$ cat src/rtl/runner_pkg.sv
// Shared types and helpers for the gravity-runner core: game state encoding,
// the lane LFSR polynomial and the lane height function.
package runner_pkg;

  typedef enum logic [1:0] {
    ST_IDLE = 2'b00,
    ST_PLAY = 2'b01,
    ST_DEAD = 2'b10
  } state_e;

  // Galois form of x^16 + x^14 + x^13 + x^11, shifting toward bit 0
  localparam logic [15:0] LFSR_TAPS = 16'hB400;

  function automatic int lane_y(input int idx, input int base, input int pitch);
    return base + idx * pitch;
  endfunction

  function automatic logic [15:0] lfsr_next(input logic [15:0] cur);
    return {1'b0, cur[15:1]} ^ (cur[0] ? LFSR_TAPS : 16'h0000);
  endfunction

  // Ground unless both low bits are set: one gap in four on average
  function automatic logic lfsr_ground_bit(input logic [15:0] cur);
    return ~(cur[0] & cur[1]);
  endfunction

endpackage

$ cat src/rtl/runner_core_if.sv
// Game I/O bundle between the runner core and its renderer/score display.
// The high_score member exists only when RUNNER_HISCORE_EN is defined.
interface runner_core_if #(
  parameter int NUM_LANES = 3,
  parameter int LINE_LEN  = 640,
  parameter int HEIGHT_W  = 9,
  parameter int SCORE_W   = 16
);
  logic                          start;
  logic                          switch;
  logic [NUM_LANES*LINE_LEN-1:0] ground_o;
  logic [NUM_LANES-1:0]          lanes;
  logic [HEIGHT_W-1:0]           height;
  logic                          dir;
  logic [1:0]                    state;
  logic                          in_game;
  logic                          is_dead;
  logic                          tick;
  logic [SCORE_W-1:0]            score;
`ifdef RUNNER_HISCORE_EN
  logic [SCORE_W-1:0]            high_score;
`endif

  modport master (
`ifdef RUNNER_HISCORE_EN
    input  high_score,
`endif
    output start, switch,
    input  ground_o, lanes, height, dir, state, in_game, is_dead, tick, score
  );

  modport slave (
`ifdef RUNNER_HISCORE_EN
    output high_score,
`endif
    input  start, switch,
    output ground_o, lanes, height, dir, state, in_game, is_dead, tick, score
  );
endinterface

$ cat src/rtl/runner_lane_gen.sv
// One scrolling ground lane: a 16-bit LFSR feeding a LINE_LEN shift register
// that moves toward bit 0 on every enabled game tick.
module lane_gen
  import runner_pkg::*;
#(
  parameter int LINE_LEN = 640
) (
  input  logic                clk,
  input  logic                reset,
  input  logic                init,
  input  logic                shift_en,
  input  logic [15:0]         seed,
  output logic [LINE_LEN-1:0] line
);

  logic [15:0]         lfsr_q, lfsr_d;
  logic [LINE_LEN-1:0] line_q, line_d;

  // Next lane contents: reload, scroll one column, or hold
  always_comb begin
    lfsr_d = lfsr_q;
    line_d = line_q;
    if (init) begin
      lfsr_d = seed;
      line_d = {LINE_LEN{1'b1}};
    end else if (shift_en) begin
      lfsr_d = lfsr_next(lfsr_q);
      line_d = LINE_LEN'({lfsr_ground_bit(lfsr_q), line_q} >> 1);
    end else begin
      lfsr_d = lfsr_q;
      line_d = line_q;
    end
  end

  // Lane state registers
  always_ff @(posedge clk) begin
    if (reset) begin
      lfsr_q <= seed;
      line_q <= {LINE_LEN{1'b1}};
    end else begin
      lfsr_q <= lfsr_d;
      line_q <= line_d;
    end
  end

  assign line = line_q;

endmodule

$ cat src/rtl/runner_core.sv
// Gravity-runner game core: tick prescaler, input edge detect, game FSM,
// lane generators, player movement/collision and saturating score.
// Optional best-score tracking is built when RUNNER_HISCORE_EN is defined.
module runner_core
  import runner_pkg::*;
#(
  parameter int NUM_LANES  = 3,
  parameter int LINE_LEN   = 640,
  parameter int PROBE_COL  = 20,
  parameter int HEIGHT_W   = 9,
  parameter int LANE_BASE  = 60,
  parameter int LANE_PITCH = 120,
  parameter int TICK_DIV   = 4,
  parameter int SCORE_W    = 16,
  parameter int SEED       = 1
) (
  input logic         clk,
  input logic         reset,
  runner_core_if.slave bus
);

  localparam int CNT_W = (TICK_DIV > 1) ? $clog2(TICK_DIV) : 1;
  localparam logic [CNT_W-1:0]    CNT_LAST   = CNT_W'(TICK_DIV - 1);
  localparam logic [HEIGHT_W-1:0] HEIGHT_RST = HEIGHT_W'(LANE_BASE);
  localparam logic [HEIGHT_W-1:0] HEIGHT_TOP = {HEIGHT_W{1'b1}};
  localparam logic [SCORE_W-1:0]  SCORE_MAX  = {SCORE_W{1'b1}};

  state_e                        state_q, state_d;
  logic [CNT_W-1:0]              cnt_q, cnt_d;
  logic                          tick_q, tick_d;
  logic                          start_prev_q, start_prev_d;
  logic                          switch_prev_q, switch_prev_d;
  logic [HEIGHT_W-1:0]           height_q, height_d;
  logic                          dir_q, dir_d;
  logic                          pending_q, pending_d;
  logic [SCORE_W-1:0]            score_q, score_d, score_inc_s;
  logic [NUM_LANES*LINE_LEN-1:0] ground_s;
  logic [NUM_LANES-1:0]          lanes_s;
  logic start_edge_s, switch_edge_s, flip_req_s, grounded_s, at_limit_s;
  logic lane_init_s, lane_shift_s;
`ifdef RUNNER_HISCORE_EN
  logic [SCORE_W-1:0]            high_score_q, high_score_d;
`endif

  for (genvar g = 0; g < NUM_LANES; g++) begin : g_lane
    localparam logic [15:0] LANE_SEED = 16'(SEED + 2 * g + 1);
    lane_gen #(.LINE_LEN(LINE_LEN)) u_lane (
      .clk      (clk),
      .reset    (reset),
      .init     (lane_init_s),
      .shift_en (lane_shift_s),
      .seed     (LANE_SEED),
      .line     (ground_s[g*LINE_LEN +: LINE_LEN])
    );
    assign lanes_s[g] = ground_s[g*LINE_LEN + PROBE_COL];
  end

  // Prescaler, edge detect, FSM and tick movement; all decisions use pre-tick values
  always_comb begin
    cnt_d         = (cnt_q == CNT_LAST) ? {CNT_W{1'b0}} : cnt_q + CNT_W'(1);
    tick_d        = (cnt_q == CNT_LAST);
    start_prev_d  = bus.start;
    switch_prev_d = bus.switch;
    start_edge_s  = bus.start & ~start_prev_q;
    switch_edge_s = bus.switch & ~switch_prev_q;
    flip_req_s    = pending_q | switch_edge_s;
    grounded_s    = 1'b0;
    for (int i = 0; i < NUM_LANES; i++) begin
      grounded_s = grounded_s |
                   (lanes_s[i] & (int'(height_q) == lane_y(i, LANE_BASE, LANE_PITCH)));
    end
    at_limit_s   = dir_q ? (height_q == HEIGHT_TOP) : (height_q == {HEIGHT_W{1'b0}});
    score_inc_s  = (score_q == SCORE_MAX) ? score_q : score_q + SCORE_W'(1);
    state_d      = state_q;
    height_d     = height_q;
    dir_d        = dir_q;
    pending_d    = pending_q;
    score_d      = score_q;
    lane_init_s  = 1'b0;
    lane_shift_s = 1'b0;
`ifdef RUNNER_HISCORE_EN
    high_score_d = high_score_q;
`endif
    case (state_q)
      ST_IDLE: begin
        if (start_edge_s) begin
          state_d = ST_PLAY;
          score_d = {SCORE_W{1'b0}};
        end else begin
          state_d = ST_IDLE;
        end
      end
      ST_PLAY: begin
        if (tick_q) begin
          // A pending flip never survives a tick: used, dropped mid-air, or moot on death
          pending_d = 1'b0;
          if (grounded_s && flip_req_s) begin
            dir_d        = ~dir_q;
            score_d      = score_inc_s;
            lane_shift_s = 1'b1;
          end else if (grounded_s) begin
            score_d      = score_inc_s;
            lane_shift_s = 1'b1;
          end else if (at_limit_s) begin
            state_d = ST_DEAD;
`ifdef RUNNER_HISCORE_EN
            high_score_d = (score_q > high_score_q) ? score_q : high_score_q;
`endif
          end else begin
            height_d     = dir_q ? height_q + HEIGHT_W'(1) : height_q - HEIGHT_W'(1);
            score_d      = score_inc_s;
            lane_shift_s = 1'b1;
          end
        end else begin
          pending_d = flip_req_s;
        end
      end
      ST_DEAD: begin
        if (start_edge_s) begin
          state_d     = ST_IDLE;
          height_d    = HEIGHT_RST;
          dir_d       = 1'b0;
          pending_d   = 1'b0;
          score_d     = {SCORE_W{1'b0}};
          lane_init_s = 1'b1;
        end else begin
          state_d = ST_DEAD;
        end
      end
      default: begin
        state_d = ST_IDLE;
      end
    endcase
  end

  // Game state registers
  always_ff @(posedge clk) begin
    if (reset) begin
      state_q       <= ST_IDLE;
      cnt_q         <= {CNT_W{1'b0}};
      tick_q        <= 1'b0;
      start_prev_q  <= 1'b0;
      switch_prev_q <= 1'b0;
      height_q      <= HEIGHT_RST;
      dir_q         <= 1'b0;
      pending_q     <= 1'b0;
      score_q       <= {SCORE_W{1'b0}};
`ifdef RUNNER_HISCORE_EN
      high_score_q  <= {SCORE_W{1'b0}};
`endif
    end else begin
      state_q       <= state_d;
      cnt_q         <= cnt_d;
      tick_q        <= tick_d;
      start_prev_q  <= start_prev_d;
      switch_prev_q <= switch_prev_d;
      height_q      <= height_d;
      dir_q         <= dir_d;
      pending_q     <= pending_d;
      score_q       <= score_d;
`ifdef RUNNER_HISCORE_EN
      high_score_q  <= high_score_d;
`endif
    end
  end

  assign bus.ground_o = ground_s;
  assign bus.lanes    = lanes_s;
  assign bus.height   = height_q;
  assign bus.dir      = dir_q;
  assign bus.state    = state_q;
  assign bus.in_game  = (state_q == ST_PLAY);
  assign bus.is_dead  = (state_q == ST_DEAD);
  assign bus.tick     = tick_q;
  assign bus.score    = score_q;
`ifdef RUNNER_HISCORE_EN
  assign bus.high_score = high_score_q;
`endif

endmodule
$ cat src/flat_wrapper.sv
// flat-port wrapper written by rule: the top's interface ports become plain ports
module runner_core_flat import runner_pkg::*;
#(
  parameter int NUM_LANES  = 3,
  parameter int LINE_LEN   = 640,
  parameter int PROBE_COL  = 20,
  parameter int HEIGHT_W   = 9,
  parameter int LANE_BASE  = 60,
  parameter int LANE_PITCH = 120,
  parameter int TICK_DIV   = 4,
  parameter int SCORE_W    = 16,
  parameter int SEED       = 1
)
  (clk, reset, bus_start, bus_switch, bus_ground_o, bus_lanes, bus_height, bus_dir, bus_state, bus_in_game, bus_is_dead, bus_tick, bus_score);
  runner_core_if #(.NUM_LANES(NUM_LANES), .LINE_LEN(LINE_LEN), .HEIGHT_W(HEIGHT_W), .SCORE_W(SCORE_W)) bus_i ();
  input logic clk;
  input logic reset;
  input wire logic [$bits(bus_i.start)-1:0] bus_start;
  input wire logic [$bits(bus_i.switch)-1:0] bus_switch;
  output wire logic [$bits(bus_i.ground_o)-1:0] bus_ground_o;
  output wire logic [$bits(bus_i.lanes)-1:0] bus_lanes;
  output wire logic [$bits(bus_i.height)-1:0] bus_height;
  output wire logic [$bits(bus_i.dir)-1:0] bus_dir;
  output wire logic [$bits(bus_i.state)-1:0] bus_state;
  output wire logic [$bits(bus_i.in_game)-1:0] bus_in_game;
  output wire logic [$bits(bus_i.is_dead)-1:0] bus_is_dead;
  output wire logic [$bits(bus_i.tick)-1:0] bus_tick;
  output wire logic [$bits(bus_i.score)-1:0] bus_score;
  assign bus_i.start = bus_start;
  assign bus_i.switch = bus_switch;
  assign bus_ground_o = bus_i.ground_o;
  assign bus_lanes = bus_i.lanes;
  assign bus_height = bus_i.height;
  assign bus_dir = bus_i.dir;
  assign bus_state = bus_i.state;
  assign bus_in_game = bus_i.in_game;
  assign bus_is_dead = bus_i.is_dead;
  assign bus_tick = bus_i.tick;
  assign bus_score = bus_i.score;
  runner_core #(.NUM_LANES(NUM_LANES), .LINE_LEN(LINE_LEN), .PROBE_COL(PROBE_COL), .HEIGHT_W(HEIGHT_W), .LANE_BASE(LANE_BASE), .LANE_PITCH(LANE_PITCH), .TICK_DIV(TICK_DIV), .SCORE_W(SCORE_W), .SEED(SEED)) u_core (.clk(clk), .reset(reset), .bus(bus_i));
endmodule
$ cat config.mk
export PLATFORM = sky130hd
export DESIGN_NAME = runner_core_flat
export DESIGN_NICKNAME = d
export VERILOG_FILES = /design/src/rtl/runner_pkg.sv /design/src/rtl/runner_core_if.sv /design/src/rtl/runner_lane_gen.sv /design/src/rtl/runner_core.sv /design/src/flat_wrapper.sv
export SDC_FILE = /design/constraint.sdc
export NUM_CORES = 2
export LEC_CHECK = 0
export ABC_AREA = 1
export BUFFER_PORTS_ARGS = -buffer_cell sky130_fd_sc_hd__clkbuf_2
export CORE_AREA = 2 2 769 771
export DETAILED_ROUTE_END_ITERATION = 8
export DIE_AREA = 0 0 771 773
export GPL_TIMING_DRIVEN = 1
export RECOVER_POWER = 100
export SLEW_MARGIN = 15
export SYNTH_ARGS = -nofsm -noshare
export SYNTH_HDL_FRONTEND = slang
export SYNTH_HIERARCHICAL = 1
export SYNTH_SLANG_ARGS = --single-unit
$ cat constraint.sdc
create_clock -name clk -period 4.4 [get_ports clk]
set_input_delay 0.88 -clock clk [delete_from_list [all_inputs] [get_ports clk]]
set_output_delay 0.88 -clock clk [all_outputs]
set_load 0.01 [all_outputs]
# Word level (Yosys, flattened, before mapping)
# Index checks and enable logic that the tools add are counted.
[word_totals]
reg_bits = 2002
in_bits = 4
out_inout_bits = 1954
elab_cells = 107
[classes]
add_sub_neg = 4
n_eq_ne = 17
n_mux = 38
bitwise = 20
reduce_logical = 13
[ops]
columns = ["operator", "count"]
rows = [
  ["16-bit two-way mux", 9],
  ["9-bit two-way mux", 6],
  ["15-bit by 16-bit bitwise XOR with 16-bit output", 3],
  ["16-bit one-hot mux with 2 select lines", 1],
  ["9-bit == test, second input constant", 3],
  ["9-bit one-hot mux with 2 select lines", 1],
  ["16-bit by 1-bit adder with 16-bit output, second input constant", 1],
  ["16-bit == test, second input constant", 1],
  ["1-bit two-way mux", 13],
  ["4-bit AND reduction", 3],
  ["2-bit two-way mux", 5],
  ["2-bit by 1-bit inequality test with 1-bit output, second input constant", 5],
  ["9-bit by 1-bit adder with 9-bit output, second input constant", 1],
  ["9-bit by 7-bit == test with 1-bit output, second input constant", 1],
  ["9-bit logical NOT", 1],
  ["9-bit by 1-bit subtractor with 9-bit output, second input constant", 1],
  ["1-bit bitwise AND", 8],
  ["2-bit inequality test, second input constant", 3],
  ["1-bit inverter", 6],
  ["2-bit one-hot mux with 3 select lines", 1],
  ["6-bit AND reduction", 1],
  ["2-bit OR reduction", 3],
  ["2-bit == test, second input constant", 2],
  ["4-bit by 3-bit inequality test with 1-bit output, second input constant", 1],
  ["other kinds (8)", 12],
]

# Longest topological paths before layout
[logic_depth]
word_depth = 8
depth_mapped = 14
mapped_depth_nobuf = 12

# By module
# Netlist, hierarchy kept.
[by_module_without_submodules]
columns = ["mod", "n_inst", "cells_per_inst", "area_per_inst_um2", "seq_area_each_um2"]
rows = [
  ["lane_gen", 3, 2858, 22665.5, 13292.7],
  ["runner_core", 1, 396, 2566.2, 680.7],
]

# Worst setup path after synthesis
# No wires, ideal clock.
[synth_path]
kind = "reg-to-reg"
from = "register u_core.state_q[0], in the netlist u_core/bus.state[0]"
to = "register u_core.g_lane[0].u_lane.lfsr_q[0], enable pin"
setup_ps = 362
arrival_ps = 2028
required_time_ps = 4038
path_slack_ps = 2011
stages_incl_launch_ff = 10
n_path_buf = 3
period_less_slack_ps = 2389
cell_sequence = "dfxtp_1 > inv_1 > ha_1 > buf_2 > nand3_1 > inv_1 > nor2_4 > buf_4 > buf_2 > nand2_1"
[synth_between]
elab_chain_len = 3
word_cells_on_any_way = 5
classes_between = "eq/ne (2); mux (2); reduce/logical (1)"
[synth_lines]
columns = ["item", "line", "text"]
rows = [
  ["start: declaration", "runner_core.sv:28", "state_e state_q, state_d;"],
  ["start signal: assignment", "runner_core.sv:152", "state_q <= state_d;"],
  ["2-bit == test", "n/a", ""],
  ["named net bus_is_dead", "flat_wrapper.sv:26", "output wire logic [$bits(bus_i.is_dead)-1:0] bus_is_dead;"],
  ["1-bit two-way mux", "runner_core.sv:84", "case (state_q)"],
  ["named net u_core.lane_init_s", "runner_core.sv:40", "logic lane_init_s, lane_shift_s;"],
  ["2-bit OR reduction (no line)", "n/a", ""],
  ["end signal: assignment", "runner_lane_gen.sv:41", "lfsr_q <= lfsr_d;"],
  ["end: declaration", "runner_lane_gen.sv:16", "logic [15:0] lfsr_q, lfsr_d;"],
]
# The timed path passes the listed nets, and every way through them passes these cells.
# A chain may end at the register's enable or synchronous reset.

# Worst setup path after layout
[layout_path]
from = "register u_core.g_lane[0].u_lane.line_q[437]"
to = "output port bus_ground_o[437]"
[layout_lines]
columns = ["item", "line", "text"]
rows = [
  ["start: declaration", "runner_lane_gen.sv:17", "logic [LINE_LEN-1:0] line_q, line_d;"],
  ["start signal: assignment", "runner_lane_gen.sv:39", "line_q <= {LINE_LEN{1'b1}};"],
  ["start signal: assignment", "runner_lane_gen.sv:42", "line_q <= line_d;"],
  ["end: declaration", "flat_wrapper.sv:20", "output wire logic [$bits(bus_i.ground_o)-1:0] bus_ground_o;"],
]
# No word-level cell between the ends.

==> run_results.csv <==
group,metric,value,unit
outcome,status,"complete, but fails checks",
outcome,violations,"max-capacitance violations, max-slew violations",
logic_synthesis,avgSynthCellArea,7.87,sq um
place,dpl.hpwl,215000,um
floorplan,io_pins,1958,
floorplan,core_area,0.588,sq mm
cells_and_area,final_cell_mix,"nand2_1 (4,093), clkbuf_1 (2,016), nand3_1 (1,960)",
timing,period_minus_slack,3560,ps
grt,grt_busiest_layer,"met2",
clock_network,clockBufferDepth,4,
logic_synthesis,synth_seq_area_share,57.5,%
logic_synthesis,synth-edff-count,48,
worst_setup_path,start_kind,"flop",
logic_synthesis,synth.largest_area_cell,"dfxtp_1",
timing,max_freq,281,MHz
worst_setup_path,cp-end-kind,"primary output",
place,dp_slack,1400,ps
worst_setup_path,worstSetupPathType,"flop to primary output",
clock_network,numCtsBuffers,222,
grt,grt_use_met3,2.92,%
place,gp_congestion,0.875,
clock_network,clk_latency,930,ps
timing,hold_viol_final,0,
timing,finalSetupViolCount,0,
worst_setup_path,path_cells,"clkbuf_1 -> clkbuf_2",
power,peakVddDrop,361,uV
timing,clock_skew,84.7,ps
timing,tns,0,ps
clock_network,cts_tree,"yes",
power,p_per_area,449,mW/mm^2
timing,finalMaxSlewViolations,4,
logic_synthesis,synth-warning-count,6,
detailed_routing,ant_nets,0,
worst_setup_path,crit_slowest_cell,"clkbuf_1",
worst_setup_path,max_stage_delay,1080,ps
detailed_routing,via_per_inst,3.52,
clock_network,clock-root-buffer,"clkbuf_16",
grt,grt_pass1_vias,58900,
worst_hold_path,hp-class,"input port to flop",
logic_synthesis,synth_top_area_share,55.4,%
clock_network,post-cts-setup-buffers,0,
logic_synthesis,synth.area.top_cells,"dfxtp_1 (55%), nand2_1 (22%), nand3_1 (14%), buf_2 (3.9%), edfxtp_1 (2.0%)",
floorplan,rows,282,
cells_and_area,post-route-util,15.9,%
detailed_routing,dr.first_iter.drc_count,4985,
logic_synthesis,synthFlopType,"dfxtp_1",
cells_and_area,area_delta_synth_final,32.9,%
job,cap_viol_max_count,1,
timing,worst_slack,837,ps
worst_setup_path,cp.arrival,2680,ps
detailed_routing,wl_per_cell,15.6,um
worst_setup_path,crit_fanout,3,
floorplan,dieArea,0.596,sq mm
clock_network,ctsResizeCount,0,
timing,slew_headroom,-3.13,%
power,leakage,40.9,nW
detailed_routing,num_vias,65800,
grt,grt-ovfl-total,0,
worst_setup_path,cp_data_required_time,3520,ps
grt,antenna_found_initial,19,
logic_synthesis,synthCells,8970,
grt,grt_first_pass_wirelength,413000,um
logic_synthesis,yosys_register_bits,2002,
logic_synthesis,yosysUniqueCellTypes,40,
cells_and_area,stdcell_area,0.0937,sq mm
timing,grt_setup_unrepaired,"no",
clock_network,numClockSinks,2002,
detailed_routing,wl,292000,um
floorplan,die_h,773,um
clock_network,holdBufCountCts,0,
cells_and_area,stdcell_count,18700,
cells_and_area,final_common_cell,"nand2_1",
grt,grt_max_degree,166,
timing,tightest_slew,1550,ps
grt,grt_usage,9.06,%
place,place_inst,18300,
clock_network,clk_pin_slew,70,ps
floorplan,initial_core_util,12.0,%
place,port_buffers,1957,
detailed_routing,drtPass1Iterations,7,
timing,fin_crit_sh,81.0,%
grt,grtUsageMet2,13.8,%
floorplan,die_w,771,um
logic_synthesis,async_flop_share,0,%
detailed_routing,drc_errors,0,
grt,use_met1,11.5,%
clock_network,htreeDepth,4,
cells_and_area,drive_above_1_share,4.79,%
place,place_area,0.0888,sq mm
logic_synthesis,netlist_area,0.0706,sq mm
cells_and_area,nets,10700,
## critical path: cells and delay by family (launching register included)
kind / cells / cell delay, ps
buf+inv: 2 / 1400
flops: 1 / 310
## synthesized netlist by cell type, types with 11 or more instances
cell type,count
edfxtp_1,48
buf_2,547
clkbuf_1,48
nand2_1,4090
nor2_1,62
a21oi_2,11
inv_1,81
a21oi_1,18
dfxtp_1,1954
xor2_1,11
nand3_1,1960
ha_1,12
buf_4,55
nand2_2,12
o21ai_0,16
## routing by layer
| layer | wire, um | part of all wire [%] |
|---|---|---|
| met5 | 26 | 0.0089 |
| met4 | 15500 | 5.3 |
| met3 | 27500 | 9.4 |
| met2 | 125000 | 43 |
| met1 | 124000 | 43 |
## cells by family (layout without fill, tap and decap cells)
family	Yosys count	count (layout)	synth area share, %
AO/OA/AOI/OAI	49	49	0.436
XOR/XNOR	13	13	0.161
adder cells (fa/ha/maj)	13	13	0.241
buffers and inverters	743	2602	5.29
flip-flops	2002	2002	57.5
other	2	62	0.0106
AND/OR/NAND/NOR	6148	6148	36.4
## sequential cells by signal, indices dropped and copies added (netlist names)
name,count
u_core/bus.dir,1
u_core/bus.height,9
u_core/bus.score,16
u_core/bus.state,2
u_core/bus.tick,1
u_core/cnt_q,2
u_core/g_lane.u_lane/lfsr_q,48
u_core/g_lane.u_lane/line,1920
u_core/pending_q,1
u_core/start_prev_q,1
u_core/switch_prev_q,1
## metrics by stage
step,hold WS (ps),power [mW]
after floorplan,406,21.9
after global placement,415,23.1
after detailed placement,427,23.2
after CTS,123,42.9
after global routing,141,43.9
final,258,42.1
## report_power, final
group          switching, mW  internal (mW)
clock network           8.23           11.3
registers              0.417           18.7
logic                   2.62          0.921
## layout make-up
class / instances / area [sq um]
Timing Repair Buffer: 2112 / 9040
Inverter: 88 / 357
Antenna cell: 14 / 35.0
Clock inverter: 90 / 1220
Clock buffer: 312 / 6430
Tap cell: 7810 / 9770
Fill cell: 67500 / 494000
Multi-Input combinational cell: 6271 / 26300
Sequential cell: 2002 / 40600
## path summary, 6_finish.rpt
| path | from | end | slack [ps] | cells after the start |
|---|---|---|---|---|
| max | u_core/g_lane[0].u_lane/line[437] | bus_ground_o[437] | 840 | 2 |
| min | bus_switch | u_core/switch_prev_q | 260 | 3 |
| max reg2reg | u_core/bus.height[6] | u_core/g_lane[2].u_lane/line[167] | 940 | 13 |
| min reg2reg | u_core/cnt_q[0] | u_core/cnt_q[0] | 440 | 1 |
No activity file was read; power rests on OpenSTA's default activity.
